<file path="config.mk">
export PLATFORM = sky130hd
export DESIGN_NAME = rr_mux_arbiter
export DESIGN_NICKNAME = d
export VERILOG_FILES = /design/src/rtl/rr_mux_pkg.sv /design/src/rtl/rr_mux_arbiter_rr_pick.sv /design/src/rtl/rr_mux_arbiter.sv
export SDC_FILE = /design/constraint.sdc
export NUM_CORES = 1
export LEC_CHECK = 0
export ABC_AREA = 1
export CAP_MARGIN = 20
export CORE_MARGIN = 4
export CORE_UTILIZATION = 50
export CTS_CLUSTER_DIAMETER = 200
export DETAILED_ROUTE_END_ITERATION = 8
export PLACE_DENSITY = 0.8
export SYNTH_ARGS = -nofsm -noshare
export SYNTH_HDL_FRONTEND = slang
export SYNTH_SLANG_ARGS = --single-unit
export TNS_END_PERCENT = 5
</file>
<file path="constraint.sdc">
create_clock -name clk -period 7.27 [get_ports clk]
set_input_delay 1.454 -clock clk [delete_from_list [all_inputs] [get_ports clk]]
set_output_delay 1.454 -clock clk [all_outputs]
set_load 0.02 [all_outputs]
</file>
<file path="src/rtl/rr_mux_pkg.sv">
// Shared defaults and FSM encoding for the round-robin mux arbiter.
package rr_mux_pkg;
  localparam int N_REQ_DEF = 6;
  localparam int DW_DEF    = 4;
  localparam int SELW_DEF  = 3;

  typedef enum logic {
    ST_EMPTY = 1'b0,
    ST_FULL  = 1'b1
  } rr_state_e;
endpackage

</file>
<file path="src/rtl/rr_mux_arbiter_rr_pick.sv">
// Combinational round-robin pick: first valid requester after last_grant, wrapping modulo N_REQ.
module rr_pick
  import rr_mux_pkg::*;
#(
  parameter int N_REQ = N_REQ_DEF,
  parameter int SELW  = SELW_DEF
) (
  input  logic [N_REQ-1:0] req,
  input  logic [SELW-1:0]  last_grant,
  output logic             any_valid,
  output logic [SELW-1:0]  winner
);
  // Walk the scan backwards so the earliest position in scan order is written last.
  always_comb begin
    any_valid = 1'b0;
    winner    = '0;
    for (int k = N_REQ; k >= 1; k--) begin
      int idx;
      idx = (int'(last_grant) + k) % N_REQ;
      if (req[idx]) begin
        any_valid = 1'b1;
        winner    = SELW'(idx);
      end
    end
  end
endmodule

</file>
<file path="src/rtl/rr_mux_arbiter.sv">
// Round-robin arbiter sharing one N_REQ:1 data select, feeding a one-entry output register.
module rr_mux_arbiter
  import rr_mux_pkg::*;
#(
  parameter int N_REQ = N_REQ_DEF,
  parameter int DW    = DW_DEF,
  parameter int SELW  = SELW_DEF
) (
  input  logic                clk,
  input  logic                reset,
  input  logic [N_REQ-1:0]    req_valid,
  input  logic [N_REQ*DW-1:0] req_data,
  output logic [N_REQ-1:0]    req_ready,
  output logic                out_valid,
  output logic [DW-1:0]       out_data,
  output logic [SELW-1:0]     out_sel,
  input  logic                out_ready
);
  rr_state_e                  state;
  logic [SELW-1:0]            last_grant;
  logic                       any_valid;
  logic [SELW-1:0]            winner;
  logic                       can_load;
  logic                       capture;
  logic [N_REQ-1:0][DW-1:0]   data_arr;
  logic [DW-1:0]              sel_data;

  assign data_arr = req_data;

  rr_pick #(.N_REQ(N_REQ), .SELW(SELW)) u_pick (
    .req        (req_valid),
    .last_grant (last_grant),
    .any_valid  (any_valid),
    .winner     (winner)
  );

  assign can_load = (state == ST_EMPTY) || out_ready;
  assign capture  = can_load && any_valid && !reset;

  always_comb begin
    sel_data  = '0;
    req_ready = '0;
    for (int i = 0; i < N_REQ; i++) begin
      if (winner == SELW'(i)) begin
        sel_data     = data_arr[i];
        req_ready[i] = capture;
      end
    end
  end

  assign out_valid = (state == ST_FULL);

  always_ff @(posedge clk or posedge reset) begin
    if (reset) begin
      state      <= ST_EMPTY;
      out_data   <= '0;
      out_sel    <= '0;
      last_grant <= SELW'(N_REQ - 1);
    end else begin
      case (state)
        ST_EMPTY: begin
          if (any_valid) begin
            state      <= ST_FULL;
            out_data   <= sel_data;
            out_sel    <= winner;
            last_grant <= winner;
          end
        end
        ST_FULL: begin
          if (out_ready) begin
            if (any_valid) begin
              out_data   <= sel_data;
              out_sel    <= winner;
              last_grant <= winner;
            end else begin
              // Drained with nothing to refill: idle output returns to the mux default.
              state    <= ST_EMPTY;
              out_data <= '0;
              out_sel  <= '0;
            end
          end
        end
        default: state <= ST_EMPTY;
      endcase
    end
  end
endmodule

</file>
==> flow_metrics.py <==
metrics = {
    "synthesis": {
        "synth_xor_area_share_pct": 0,
        "postSynth.asyncResetShare_pct": 100,
        "synthTopCellsByArea": "nand2_1 (23%), dfrtp_1 (12%), nand3_1 (12%)",
        "synth_adder_area_share_pct": 9.64,
        "ys_seq_area_share_pct": 15.3,
        "yosysMostFrequentCell": "nand2_1",
        "ys.flop_type": "dfrtp_1",
        "synth_compound_area_share_pct": 6.54,
        "synthMuxAreaShare_pct": 1.10,
        "synth_nets": 357,
        "yosys.area_share.simple_pct": 57.5,
        "synth.largest_area_cell": "nand2_1",
        "synth_edf_count": 0,
        "synth_seq_cells": 11,
        "syn_area_mm2": 0.00182,
        "synthCells": 310,
        "yosys-top-cells-count": "nand2_1 (113), nand3_1 (43), inv_1 (32)",
        "yosys.cell_types.count": 31,
        "synth_warnings": 0,
        "synth_top_area_share_pct": 23.3,
        "syn_area_per_cell_um2": 5.86,
        "synth_top_family_by_area": "simple AND/OR/NAND/NOR gates",
    },
    "hold_path": {
        "worstHoldPathType": "register to register",
        "hp-start": "out_data[1]",
        "holdPathStages": 2,
        "hold_end": "out_data[1]",
    },
    "sta": {
        "slew_violations": 0,
        "tightest_slew_ps": 493,
        "hold_viol": 0,
        "fmax_ghz": 0.172,
        "rsz0062_at_grt": "no",
        "worst_clock_skew_ps": 10.9,
        "fin_crit_ps": 5810,
        "finalCritPeriodShare_pct": 79.9,
        "maxSlewHeadroom_pct": 66.9,
        "setup_viol": 0,
        "setup_slack_ps": 1460,
        "finalSetupTns_ps": 0,
    },
    "worst_setup_path": {
        "reg2reg_setup_slack_ps": 3450,
        "required_ps": 5820,
        "critPathKind": "register to output pin",
        "start_kind": "register",
        "reg2reg_from": "last_grant[1]",
        "reg2reg_to": "out_data[1]",
        "r2r_cells": 27,
        "cp_data_arrival_time_ps": 4350,
        "critPathMaxFanout": 11,
        "crit_path_end_kind": "output pin",
    },
    "placed_design": {
        "dp_cells": 400,
        "dpl_cell_area_mm2": 0.00232,
        "dp_hpwl_mm": 3.95,
        "dp_slack_ps": 1690,
        "place_congestion": 0.931,
        "io_buffer_count": 46,
    },
    "routing": {
        "vias": 2028,
        "drt_iter0_markers": 107,
        "drcViolationCount": 0,
        "vias_per_cell": 5.02,
        "drtAntennaViolNets": 0,
        "drt-total-wl_mm": 4.73,
        "dr.pass1.iters": 4,
        "routedWlPerCell_um": 11.7,
    },
    "clock_tree": {
        "holdBufCountCts": 0,
        "htreeDepth": 1,
        "cts_tree": "done",
        "cts.sinks": 11,
        "cts-root-buf": "clkbuf_4",
        "cts_made_buffers": 3,
        "cts_resized": 0,
        "postCtsSetupRepairBufs": 0,
        "clk_pin_slew_ps": 70,
        "cts_max_path_buffers": 2,
        "insertion_delay_ps": 270,
    },
    "floorplanning": {
        "die_w_um": 68.3,
        "design.die.area_mm2": 0.00466,
        "rows": 21,
        "core_mm2": 0.00342,
        "die_height_um": 68.3,
        "start_util_pct": 53.2,
        "io_pins": 47,
    },
    "global_route": {
        "grt_pass1_vias": 1744,
        "grt_first_pass_wirelength_mm": 7.91,
        "antenna_found_initial": 0,
        "grt_max_degree": 15,
        "gr-usage-all-layers_pct": 21.6,
        "grt-ovfl-total": 0,
    },
    "final_layout": {
        "fin_area_mm2": 0.00235,
        "fill_cells": 331,
        "drive_gt1_share_pct": 14.0,
        "diodes": 0,
        "final_nets": 406,
        "syn_to_final_growth_pct": 29.4,
        "layout.cells.non_filler": 404,
    },
    "outcome": {
        "outcome": "complete, no violations",
    },
    "run": {
        "max_cap_violations": 0,
    },
}
cell usage in the layout, fill, tap and decap left out, types with 4 or more instances in the layout:
cell type        count
nand2_2             15
o21ai_1              6
nand4_1              6
nand3_2              4
o21ai_0              6
inv_1               32
dfrtp_1              9
nor2_1              20
ha_1                14
nand3_1             43
a21oi_1              4
nand2_1            113
inv_2               13
nand2_4              4
clkdlybuf4s50_1     46
worst max-delay path: stages, from the launching register on:
cell and delay (ps):
dfrtp_1 590, inv_1 260, ha_1 320, a21oi_2 270
inv_1 90, ha_1 300, nor2_1 100, nand2_1 60
nand2_1 90, nand3_1 120, nand2_1 120, nand4_1 120
nand2_2 150, nor2_4 50, nand2_1 80, nand2_1 50
inv_1 200, nand2_1 190, nor4_1 250, clkdlybuf4s50_1 650
stage by stage:
step | hold WS (ps) | utilization, %
6_report | 476 | 68.9
5_1_grt | 514 | 68.9
4_1_cts | 482 | 68.9
3_5_place_dp | 468 | 68.1
3_3_place_gp | 464 | 68.1
2_1_floorplan | 584 | -
registers in the layout, summed over array words and instances, names as in the netlist:
signal and count:
out_data 4, last_grant 3, out_sel 3, out_valid 1
metal layers:
layer / vias up / global-route usage, % / wire [um]
met4: 0 / 4.22 / 32
li1: 1078 / - / -
met1: 905 / 33.1 / 2420
met5: - / 0 / 0
met2: 40 / 32.9 / 2140
met3: 5 / 1.81 / 135
worst max-delay path by stage:
stage | from | endpoint | cells after the start
detailed placement | req_valid[4] | req_ready[0] | 14
finish | last_grant[1] | req_ready[0] | 19
global route | last_grant[1] | req_ready[0] | 21
floorplan | last_grant[1] | req_ready[0] | 20
global placement | req_valid[0] | req_ready[0] | 17
CTS | last_grant[1] | req_ready[0] | 19
cells by family (layout without fill, tap and decap cells):
logic type | after synthesis | after routing
adder cells (fa/ha/maj) | 14 | 14
flip-flops | 11 | 11
multiplexers | 2 | 2
buffers and inverters | 47 | 95
AND/OR/NAND/NOR | 216 | 216
AO/OA/AOI/OAI | 20 | 20
layout make-up:
cell class / instances / area, um2 / share of cell area (%)
clock buffers: 3 / 22.5 / 0.957
clock inverters: 1 / 5.00 / 0.213
inverters: 45 / 169 / 7.18
multi-input cells: 252 / 1360 / 57.8
flip-flops and latches: 11 / 278 / 11.8
well taps: 46 / 57.6 / 2.45
repair buffers: 46 / 460 / 19.6
Power is not shown: default switching activity piles up to over one toggle a cycle in this logic, so the estimate is an artifact.
